===== src/rtl/mem_initiator.sv =====
`timescale 1ns/1ps
`default_nettype none
// ============================================================================
//  Module      : mem_initiator
//  Description : Single-outstanding memory-port master. Serialises core
//                load/store requests onto a mem_read/mem_write/mem_wait
//                port, drops the first READ cycle's data as possibly stale,
//                and answers with an error if a read never completes.
//  Revision    : 1.0 - initial release
// ============================================================================
module mem_initiator #(
  parameter int DATA_W  = 32,
  parameter int ADDR_W  = 16,
  parameter int TIMEOUT = 64
) (
  input  logic              clk,
  input  logic              rst_n,
  input  logic              en,
  input  logic              req_valid,
  output logic              req_ready,
  input  logic              req_write,
  input  logic [ADDR_W-1:0] req_addr,
  input  logic [DATA_W-1:0] req_wdata,
  output logic              rsp_valid,
  output logic [DATA_W-1:0] rsp_data,
  output logic              rsp_error,
  output logic              busy,
  output logic [ADDR_W-1:0] mem_addr,
  output logic [DATA_W-1:0] mem_data_w,
  output logic              mem_write,
  output logic              mem_read,
  input  logic [DATA_W-1:0] mem_data_r,
  input  logic              mem_wait
);

  localparam int CNT_W = ($clog2(TIMEOUT + 1) > 1) ? $clog2(TIMEOUT + 1) : 1;
  localparam logic [CNT_W-1:0] c_TO_LAST  = CNT_W'((TIMEOUT > 0) ? TIMEOUT - 1 : 0);
  localparam logic [CNT_W-1:0] c_CNT_MAX  = '1;

  localparam logic [1:0] c_IDLE  = 2'd0;
  localparam logic [1:0] c_WRITE = 2'd1;
  localparam logic [1:0] c_READ  = 2'd2;

  logic [1:0]        r_state;
  logic [1:0]        w_state_nxt;
  logic [CNT_W-1:0]  r_wait_cnt;
  logic [CNT_W-1:0]  w_wait_cnt_nxt;
  logic [ADDR_W-1:0] r_mem_addr,   w_mem_addr_nxt;
  logic [DATA_W-1:0] r_mem_data_w, w_mem_data_w_nxt;
  logic              r_mem_write,  w_mem_write_nxt;
  logic              r_mem_read,   w_mem_read_nxt;
  logic              r_rsp_valid,  w_rsp_valid_nxt;
  logic [DATA_W-1:0] r_rsp_data,   w_rsp_data_nxt;
  logic              r_rsp_error,  w_rsp_error_nxt;
  logic              r_busy;

  logic w_accept;
  logic w_rd_done;
  logic w_timeout;
  logic w_rd_abort;

  assign req_ready = en && (r_state == c_IDLE);
  assign w_accept  = req_valid && req_ready;

  // The first READ cycle (wait_cnt==0) may carry data from an earlier read,
  // so completion is only allowed from the second cycle onward.
  assign w_rd_done  = (r_state == c_READ) && (r_wait_cnt != '0) && !mem_wait;
  // Completion has priority over a timeout firing in the same cycle.
  assign w_rd_abort = (r_state == c_READ) && w_timeout && !w_rd_done;

  generate
    if (TIMEOUT != 0) begin : g_timeout
      assign w_timeout = (r_wait_cnt == c_TO_LAST);
    end else begin : g_no_timeout
      assign w_timeout = 1'b0;
    end
  endgenerate

  // State register; en low freezes the FSM.
  always_ff @(posedge clk or negedge rst_n) begin
    if (!rst_n) begin
      r_state <= c_IDLE;
    end else if (en) begin
      r_state <= w_state_nxt;
    end
  end

  // Next-state decode.
  always_comb begin
    w_state_nxt = r_state;
    case (r_state)
      c_IDLE:  if (w_accept) w_state_nxt = req_write ? c_WRITE : c_READ;
      c_WRITE: w_state_nxt = c_IDLE;
      c_READ:  if (w_rd_done || w_rd_abort) w_state_nxt = c_IDLE;
      default: w_state_nxt = c_IDLE;
    endcase
  end

  // Next values of the registered outputs and the read wait counter.
  always_comb begin
    w_mem_addr_nxt   = '0;
    w_mem_data_w_nxt = '0;
    w_mem_write_nxt  = 1'b0;
    w_mem_read_nxt   = 1'b0;
    w_wait_cnt_nxt   = '0;
    w_rsp_valid_nxt  = 1'b0;
    w_rsp_data_nxt   = r_rsp_data;
    w_rsp_error_nxt  = r_rsp_error;
    case (r_state)
      c_IDLE: begin
        if (w_accept) begin
          w_mem_addr_nxt = req_addr;
          if (req_write) begin
            w_mem_write_nxt  = 1'b1;
            w_mem_data_w_nxt = req_wdata;
          end else begin
            w_mem_read_nxt = 1'b1;
          end
        end
      end
      c_WRITE: begin
        w_rsp_valid_nxt = 1'b1;
        w_rsp_data_nxt  = '0;
        w_rsp_error_nxt = 1'b0;
      end
      c_READ: begin
        if (w_rd_done) begin
          w_rsp_valid_nxt = 1'b1;
          w_rsp_data_nxt  = mem_data_r;
          w_rsp_error_nxt = 1'b0;
        end else if (w_rd_abort) begin
          w_rsp_valid_nxt = 1'b1;
          w_rsp_data_nxt  = '0;
          w_rsp_error_nxt = 1'b1;
        end else begin
          w_mem_read_nxt = 1'b1;
          w_mem_addr_nxt = r_mem_addr;
          w_wait_cnt_nxt = (r_wait_cnt == c_CNT_MAX) ? r_wait_cnt
                                                     : r_wait_cnt + CNT_W'(1);
        end
      end
      default: ;
    endcase
  end

  // Output and counter registers; all hold while en is low.
  always_ff @(posedge clk or negedge rst_n) begin
    if (!rst_n) begin
      r_wait_cnt   <= '0;
      r_mem_addr   <= '0;
      r_mem_data_w <= '0;
      r_mem_write  <= 1'b0;
      r_mem_read   <= 1'b0;
      r_rsp_valid  <= 1'b0;
      r_rsp_data   <= '0;
      r_rsp_error  <= 1'b0;
      r_busy       <= 1'b0;
    end else if (en) begin
      r_wait_cnt   <= w_wait_cnt_nxt;
      r_mem_addr   <= w_mem_addr_nxt;
      r_mem_data_w <= w_mem_data_w_nxt;
      r_mem_write  <= w_mem_write_nxt;
      r_mem_read   <= w_mem_read_nxt;
      r_rsp_valid  <= w_rsp_valid_nxt;
      r_rsp_data   <= w_rsp_data_nxt;
      r_rsp_error  <= w_rsp_error_nxt;
      r_busy       <= (w_state_nxt != c_IDLE);
    end
  end

  assign mem_addr   = r_mem_addr;
  assign mem_data_w = r_mem_data_w;
  assign mem_write  = r_mem_write;
  assign mem_read   = r_mem_read;
  assign rsp_valid  = r_rsp_valid;
  assign rsp_data   = r_rsp_data;
  assign rsp_error  = r_rsp_error;
  assign busy       = r_busy;

endmodule
`default_nettype wire


===== config.mk =====
export PLATFORM = sky130hd
export DESIGN_NAME = mem_initiator
export DESIGN_NICKNAME = d
export VERILOG_FILES = /design/src/rtl/mem_initiator.sv
export SDC_FILE = /design/constraint.sdc
export NUM_CORES = 1
export LEC_CHECK = 0
export BUFFER_PORTS_ARGS = -buffer_cell sky130_fd_sc_hd__buf_2
export CELL_PAD_IN_SITES_DETAIL_PLACEMENT = 1
export CELL_PAD_IN_SITES_GLOBAL_PLACEMENT = 2
export CORE_MARGIN = 8
export CORE_UTILIZATION = 32
export CTS_BUF_LIST = sky130_fd_sc_hd__clkbuf_2 sky130_fd_sc_hd__clkbuf_4 sky130_fd_sc_hd__clkbuf_8
export DETAILED_ROUTE_END_ITERATION = 10
export GPL_TIMING_DRIVEN = 0
export HOLD_SLACK_MARGIN = 0.02
export PLACE_DENSITY_LB_ADDON = 0.1
export SKIP_CTS_REPAIR_TIMING = 1
export SYNTH_ARGS = -nofsm -noshare
export SYNTH_HDL_FRONTEND = slang
export SYNTH_SLANG_ARGS = --single-unit

===== constraint.sdc =====
create_clock -name clk -period 4.44 [get_ports clk]
set_clock_uncertainty 0.15 [all_clocks]
set_input_delay 0.444 -clock clk [delete_from_list [all_inputs] [get_ports clk]]
set_output_delay 0.444 -clock clk [all_outputs]
set_load 0.01 [all_outputs]

# Word-level counts from Yosys, hierarchy flattened
# Cells that the tools add are included.
# op_classes
eq_ne	6
n_mux	32
n_addsub	1
n_reduce_logical	16
# ops
operator	count
$mux W32	5
$pmux W32 S2	1
$mux W16	3
$pmux W16 S2	1
$mux W7	4
$mux W1	11
$add A7 B1 Y7 const B	1
$eq A7 B6 Y1 const B	1
$eq A7 B7 Y1 const B	1
$reduce_bool A7 Y1	1
$logic_and A1 B1 Y1	6
$mux W2	3
$pmux W1 S2	3
$ne A4 B4 Y1 const B	1
$pmux W2 S2	1
$reduce_and A2 Y1	2
$reduce_bool A2 Y1	2
$ne A3 B3 Y1 const B	1
$reduce_and A3 Y1	1
$eq A2 B1 Y1 const B	1
$eq A2 B2 Y1 const B	1
$logic_not A1 Y1	2
$logic_not A2 Y1	1
$logic_or A1 B1 Y1	1
# word_totals
output_inout_bits	86
ff_bits	94
inputBits	86

# Longest topological paths before layout
# Gate-level depths: netlist (run 1).
# depth
depth_word	9
mapped_depth	8
ltp_nobuf	6

# Worst setup path after synthesis (run 1)
# No wires, ideal clock.
# synth_path
kind	reg-to-reg
startpoint	register r_state[0]
endpoint	register r_mem_addr[10] (netlist: mem_addr[10])
arrival_ns	1.836
path_stages_with_launch	9
slack_ns	2.375
setup_ns	0.079
path_buffers	2
path_cell_list	dfrtp_1 -> inv_1 -> ha_1 -> buf_2 -> nor3b_1 -> a22oi_2 -> o21ai_4 -> buf_8 -> mux2i_1
# synth_via
elab_chain_cells	7
elab_cells_between_ends	14
cone_classes	2 x eq/ne; 3 x mux; 9 x reduce/logical
# synth_rtl
item	line	source
start, declared	44	logic [1:0] r_state;
start signal, assigned	82	r_state <= c_IDLE;
start signal, assigned	84	r_state <= w_state_nxt;
$eq A2 B2 Y1	67, 69, 109	
$logic_and A1 B1 Y1 (2 in series)	67	assign w_rd_done = (r_state == c_READ) && (r_wait_cnt != '0) && !mem_wait;
$logic_not A1 Y1	69	assign w_rd_abort = (r_state == c_READ) && w_timeout && !w_rd_done;
$logic_and A1 B1 Y1	69	
$ne A3 B3 Y1 (no line)	--	
$reduce_and A2 Y1 (no line)	--	
end signal, assigned	160	r_mem_addr <= w_mem_addr_nxt;
end, declared	48	logic [ADDR_W-1:0] r_mem_addr, w_mem_addr_nxt;
# Parallel ways exist; a longest one is shown, timed or not.
# A chain may end at the register's enable or synchronous reset.

# Worst setup path after layout (run 1)
# layout_path
startpoint	register r_state[0]
endpoint	register r_mem_addr[5] (netlist: mem_addr[5])
# The elaborated chain is that of the path after synthesis.

==> impl_metrics.env, run 1 <==
export IMPL_outcome="complete, no violations"
export IMPL_finalCriticalPeriod_ps=2460
export IMPL_start_util_pct=32.2
export IMPL_rsz0062_at_grt="no"
export IMPL_synth_cell_type_count=41
export IMPL_wl_um=11700
export IMPL_r2r_start="r_state[0]"
export IMPL_worstSetupStartpointType="register"
export IMPL_viasPerCell=4.88
export IMPL_worst_path_max_fanout=10
export IMPL_ys_ff_latch=94
export IMPL_grt_max_degree=50
export IMPL_drt_pass1_iterations=4
export IMPL_finish_utilization_pct=43.2
export IMPL_drive_above_1_share_pct=42.1
export IMPL_final_max_slew_viol_count=0
export IMPL_min_from="req_wdata[20]"
export IMPL_cts_buffers_inserted=9
export IMPL_clkSlewWorstSetupHoldPaths_ps=90
export IMPL_cts_sinks=94
export IMPL_synth_top_area_share_pct=61.5
export IMPL_synth_common_cells="dfrtp_1 (94), a22o_1 (66), nand2_1 (24), inv_1 (22), mux2i_1 (16)"
export IMPL_hold_path_class="in2reg"
export IMPL_max_freq_mhz=406
export IMPL_grt_pass1_wl_um=18700
export IMPL_synth_area_top_cells="dfrtp_1 (61%), a22o_1 (15%), mux2i_1 (4.2%)"
export IMPL_arrival_ps=2610
export IMPL_hpwl_um=8870
export IMPL_hold_viol=0
export IMPL_syn_nets=392
export IMPL_clock_latency_ps=370
export IMPL_synth_seq_area_share_pct=61.5
export IMPL_vias=3101
export IMPL_crit_cells=8
export IMPL_holdPathStages=2
export IMPL_yosys_area_top_type="dfrtp_1"
export IMPL_crit_required_ps=4590
export IMPL_cp_cell_sequence="inv_1, ha_1, buf_2, nor3b_1, a22oi_2, o21ai_4, buf_8, mux2i_1"
export IMPL_core_area_sq_um=11900
export IMPL_async_flop_share_pct=100
export IMPL_critPathMaxStageDelay_ps=440
export IMPL_dieArea_sq_um=15700
export IMPL_cts_root_buf="clkbuf_8"
export IMPL_avgSynthCellArea_sq_um=12.7
export IMPL_layout_worst_path_cycle_share_pct=55.5
export IMPL_reg2reg_depth=8
export IMPL_cts_path_max_buffers=2
export IMPL_max_cap_violations=0
export IMPL_gr_total_overflow=0
export IMPL_syn_inst=301
export IMPL_power_leakage_nw=2.82
export IMPL_wl_per_cell_um=18.4
export IMPL_endpoint_kind="register"
export IMPL_diodes=0
export IMPL_crit_type="reg2reg"
export IMPL_final_setup_tns_ps=0
export IMPL_h_tree_depth=3
export IMPL_grtUsageTotal_pct=15.1
export IMPL_route_detailed_drc=0
export IMPL_reg2reg_setup_slack_ps=1980
export IMPL_antenna_found_initial=0
export IMPL_worst_path_buf_inv=3
export IMPL_synth_most_common_cell="dfrtp_1"
export IMPL_critPathLaunch="r_state[0]"
export IMPL_syn_area_sq_um=3820
export IMPL_synth_yosys_warnings=0
export IMPL_nNetsFinal=576
export IMPL_grt_pass1_vias=3342
export IMPL_fp_dieW_um=125
export IMPL_num_io_pins=172
export IMPL_num_rows=40
export IMPL_finalSetupViolCount=0
export IMPL_numPortBuffers=171
export IMPL_die_h_um=125
export IMPL_syn2layout_area_growth_pct=34.0
export IMPL_powerDensity_nw_per_um2=441
export IMPL_ir_worst_vdd_v=0.000156
export IMPL_gp_congestion=0.749
export IMPL_ys_flop_type="dfrtp_1"
export IMPL_worst_path_max_delay_cell="dfrtp_1"
export IMPL_synth_edf_count=0
export IMPL_tightest_slew_ps=650
export IMPL_drt_iter0_drc=175
export IMPL_slew_headroom_pct=56.7
export IMPL_critical_path_top_delay_family="compound AO/OA/AOI/OAI gates"
export IMPL_cts_tree="built"
export IMPL_ant_nets=0
## registers in the layout, indices dropped and copies added, names as in the netlist
signal,flops
busy,1
rsp_data,32
r_state,2
rsp_error,1
rsp_valid,1
r_wait_cnt,7
mem_read,1
mem_write,1
mem_data_w,32
mem_addr,16
## area by class of cell
type / instances / area (sq um)
Timing Repair Buffer: 173 / 896
Clock buffer: 10 / 138
Clock inverter: 5 / 81.3
Buffer: 20 / 119
Inverter: 23 / 86.3
Multi-Input combinational cell: 164 / 1270
Tap cell: 147 / 184
Fill cell: 1366 / 6740
Sequential cell: 94 / 2350
## per-layer routing
layer	GRT usage [%]	up-vias	wire length (um)
li1	-	1462	-
met3	5.40	14	884
met4	6.52	0	212
met1	18.7	1517	5160
met2	23.2	108	5450
met5	0	-	0
## cells in the final DEF (no fill, tap or decap), types with 2 or more instances in the layout
cell	instances
clkbuf_1	8
mux2i_1	16
xnor2_1	2
buf_2	177
and3_1	4
a21o_1	2
a31oi_1	5
dfrtp_1	94
a22o_1	66
o31ai_1	3
ha_1	5
o22ai_1	2
clkbuf_8	10
nand3_1	4
o21ai_0	2
nand2_1	24
nor2_1	4
bufinv_16	2
a21oi_1	6
buf_6	3
inv_1	22
## power breakdown
part / leakage (nW) / total [mW] / switching [mW] / internal [mW]
Sequential: 1.29 / 1.03 / 0.0673 / 0.961
Clock: 0.109 / 0.642 / 0.312 / 0.331
Combinational: 1.42 / 0.587 / 0.336 / 0.250
## worst paths after layout
check                            endpoint
max in group asynchronous     mem_addr[4]
hold / removal             mem_data_w[20]
setup / recovery              mem_addr[5]
hold reg to reg                 rsp_valid
setup reg to reg              mem_addr[5]
min in group asynchronous    rsp_data[18]
## worst reg2reg max path, cell delays in order, from the launching register on
cell and delay (ps):
dfrtp_1 440, inv_1 140, ha_1 160, buf_2 200, nor3b_1 250, a22oi_2 200, o21ai_4 420, buf_8 220
mux2i_1 210
## stage by stage
stage / total power, mW / cells / worst slack, ps / hold slack (ps) / cell area [sq um]
final: 2.26 / 636 / 1980 / 133 / 5120
after global routing: 2.39 / 636 / 1760 / 107 / 5120
after CTS: 2.30 / 635 / 1890 / -53.6 / 5110
after detailed placement: 1.64 / 620 / 1900 / 319 / 4890
after global placement: 1.63 / 619 / 1760 / 311 / 4860
after floorplan: 1.38 / 301 / 2370 / -1.59 / 3820
## kinds of logic (layout without fill, tap and decap cells)
group | Yosys count | in the layout | synth area share, %
buffers and inverters | 43 | 231 | 5.36
AND/OR/NAND/NOR | 45 | 45 | 6.05
flip-flops | 94 | 94 | 61.5
AO/OA/AOI/OAI | 96 | 96 | 20.8
multiplexers | 16 | 16 | 4.19
XOR/XNOR | 2 | 2 | 0.458
adder cells (fa/ha/maj) | 5 | 5 | 1.64
Note: power is estimated with default switching activity, not from simulation.
==> run 2, diff against run 1 <==
CORE_UTILIZATION = 27   (was 32)
clock period = 2.1 ns   (was 4.44 ns; I/O delays follow)
==> run 2 against run 1 <==
Compared with the run above: worst hold slack worse by 0.81 ps; sequential power is 110% higher; critical path depth is 1 higher; register-to-register slack worse by 2000 ps; die area is 16% higher; setup slack worse by 2000 ps; global-route usage is 1.7 points lower; utilization is 1.1 points higher; largest cell class unchanged; largest power group unchanged.
==> impl_metrics.env, run 2 (synthesized netlist as in run 1, its figures left out) <==
export IMPL_finalSetupViolCount=0
export IMPL_crit_required_ps=2240
export IMPL_power_leakage_nw=3.25
export IMPL_worst_path_max_fanout=7
export IMPL_crit_type="reg2reg"
export IMPL_grtUsageTotal_pct=13.3
export IMPL_final_setup_tns_ps=0
export IMPL_h_tree_depth=3
export IMPL_grt_pass1_wl_um=19100
export IMPL_antenna_found_initial=0
export IMPL_max_cap_violations=0
export IMPL_nNetsFinal=673
export IMPL_drt_pass1_iterations=4
export IMPL_ir_worst_vdd_v=0.000281
export IMPL_viasPerCell=4.58
export IMPL_tightest_slew_ps=507
export IMPL_clkSlewWorstSetupHoldPaths_ps=90
export IMPL_route_detailed_drc=0
export IMPL_num_rows=43
export IMPL_grt_pass1_vias=3471
export IMPL_gr_total_overflow=0
export IMPL_layout_worst_path_cycle_share_pct=99.6
export IMPL_cts_path_max_buffers=2
export IMPL_syn2layout_area_growth_pct=60.8
export IMPL_wl_per_cell_um=17.4
export IMPL_max_freq_mhz=478
export IMPL_layout_commonest_cell="buf_2"
export IMPL_final_max_slew_viol_count=0
export IMPL_fp_dieW_um=135
export IMPL_powerDensity_nw_per_um2=800
export IMPL_worstSetupStartpointType="register"
export IMPL_numPortBuffers=171
export IMPL_grt_max_degree=62
export IMPL_most_common_layout_cells="buf_2 (173), dfrtp_1 (93), dlygate4sd3_1 (81)"
export IMPL_start_util_pct=27.6
export IMPL_finalCriticalPeriod_ps=2090
export IMPL_gp_congestion=0.728
export IMPL_cts_buffers_inserted=9
export IMPL_hpwl_um=9080
export IMPL_fin_cells=766
export IMPL_place_inst=653
export IMPL_ant_nets=0
export IMPL_arrival_ps=2230
export IMPL_clock_latency_ps=360
export IMPL_drt_iter0_drc=129
export IMPL_num_io_pins=172
export IMPL_endpoint_kind="register"
export IMPL_outcome="complete, no violations"
export IMPL_diodes=0
export IMPL_die_h_um=135
export IMPL_slew_headroom_pct=66.2
export IMPL_dieArea_sq_um=18200
export IMPL_cts_root_buf="clkbuf_8"
export IMPL_hold_path_class="in2reg"
export IMPL_stdcell_area_sq_um=6150
export IMPL_fillers=1543
export IMPL_hold_viol=0
export IMPL_core_area_sq_um=13900
export IMPL_drive_above_1_share_pct=39.4
export IMPL_cts_sinks=94
export IMPL_rsz0062_at_grt="yes"
export IMPL_cts_tree="built"
export IMPL_wl_um=13300
export IMPL_dpl_cell_area_sq_um=4940
export IMPL_vias=3506
run 2: cell types whose count changed in the layout (fill, tap and decap cells not counted), moves of 2 or more:
cell	change
clkbuf_1	-3
buf_4	+16
bufinv_16	-2
clkbuf_4	+5
dlygate4sd3_1	+80
buf_6	+3
ha_1	-2
buf_2	-4
run 2: worst paths after layout:
kind,from,endpoint,slack (ps),depth (start not counted)
min in group asynchronous,rst_n,rsp_data[24],190,2
setup / recovery,r_state[0],mem_addr[13],8,9
max in group asynchronous,rst_n,r_state[0],900,3
hold / removal,req_write,mem_read,130,3
hold reg to reg,mem_write,mem_write,330,1
setup reg to reg,r_state[0],mem_addr[13],8,9
run 2: final cells by class:
type / instances / area (sq um) / area share [%]
Timing Repair Buffer: 272 / 1860 / 30.3
Tap cell: 180 / 225 / 3.66
Clock buffer: 12 / 153 / 2.48
Multi-Input combinational cell: 164 / 1320 / 21.4
Clock inverter: 3 / 21.3 / 0.346
Buffer: 18 / 126 / 2.05
Sequential cell: 94 / 2350 / 38.3
Inverter: 23 / 88.8 / 1.44
run 2: power by group:
part / switching, mW / internal [mW] / leakage, nW / total (mW)
clock network: 0.639 / 0.485 / 0.0893 / 1.12
registers: 0.147 / 2.03 / 1.29 / 2.18
logic: 0.799 / 0.819 / 1.88 / 1.62
run 2: critical path, cell delays in order (launching register included):
cell,delay [ps]
dfrtp_2,450
inv_4,90
ha_4,120
buf_6,110
nor3b_4,180
a22oi_2,80
buf_6,140
o21ai_4,290
clkbuf_16,220
mux2i_1,180
run 2: metal layers:
metal  global-route usage, %  wire (um)  up-vias
met5                       0          0        -
met1                    16.2       5660     1733
met2                    20.9       6550      110
li1                        -          -     1652
met4                    5.00        159        0
met3                    5.16        954       11
run 2: through the flow:
step | setup WS (ps) | hold WS [ps] | power (mW) | utilization, %
final | 7.58 | 132 | 4.92 | 44.3
after detailed placement | -377 | 61.6 | 3.48 | 35.6
after floorplan | 34.7 | -236 | 2.91 | -
after CTS | -391 | -353 | 4.64 | 36.8
after global placement | -415 | 279 | 3.45 | 35.3
after global routing | -92.8 | 111 | 5.26 | 44.3
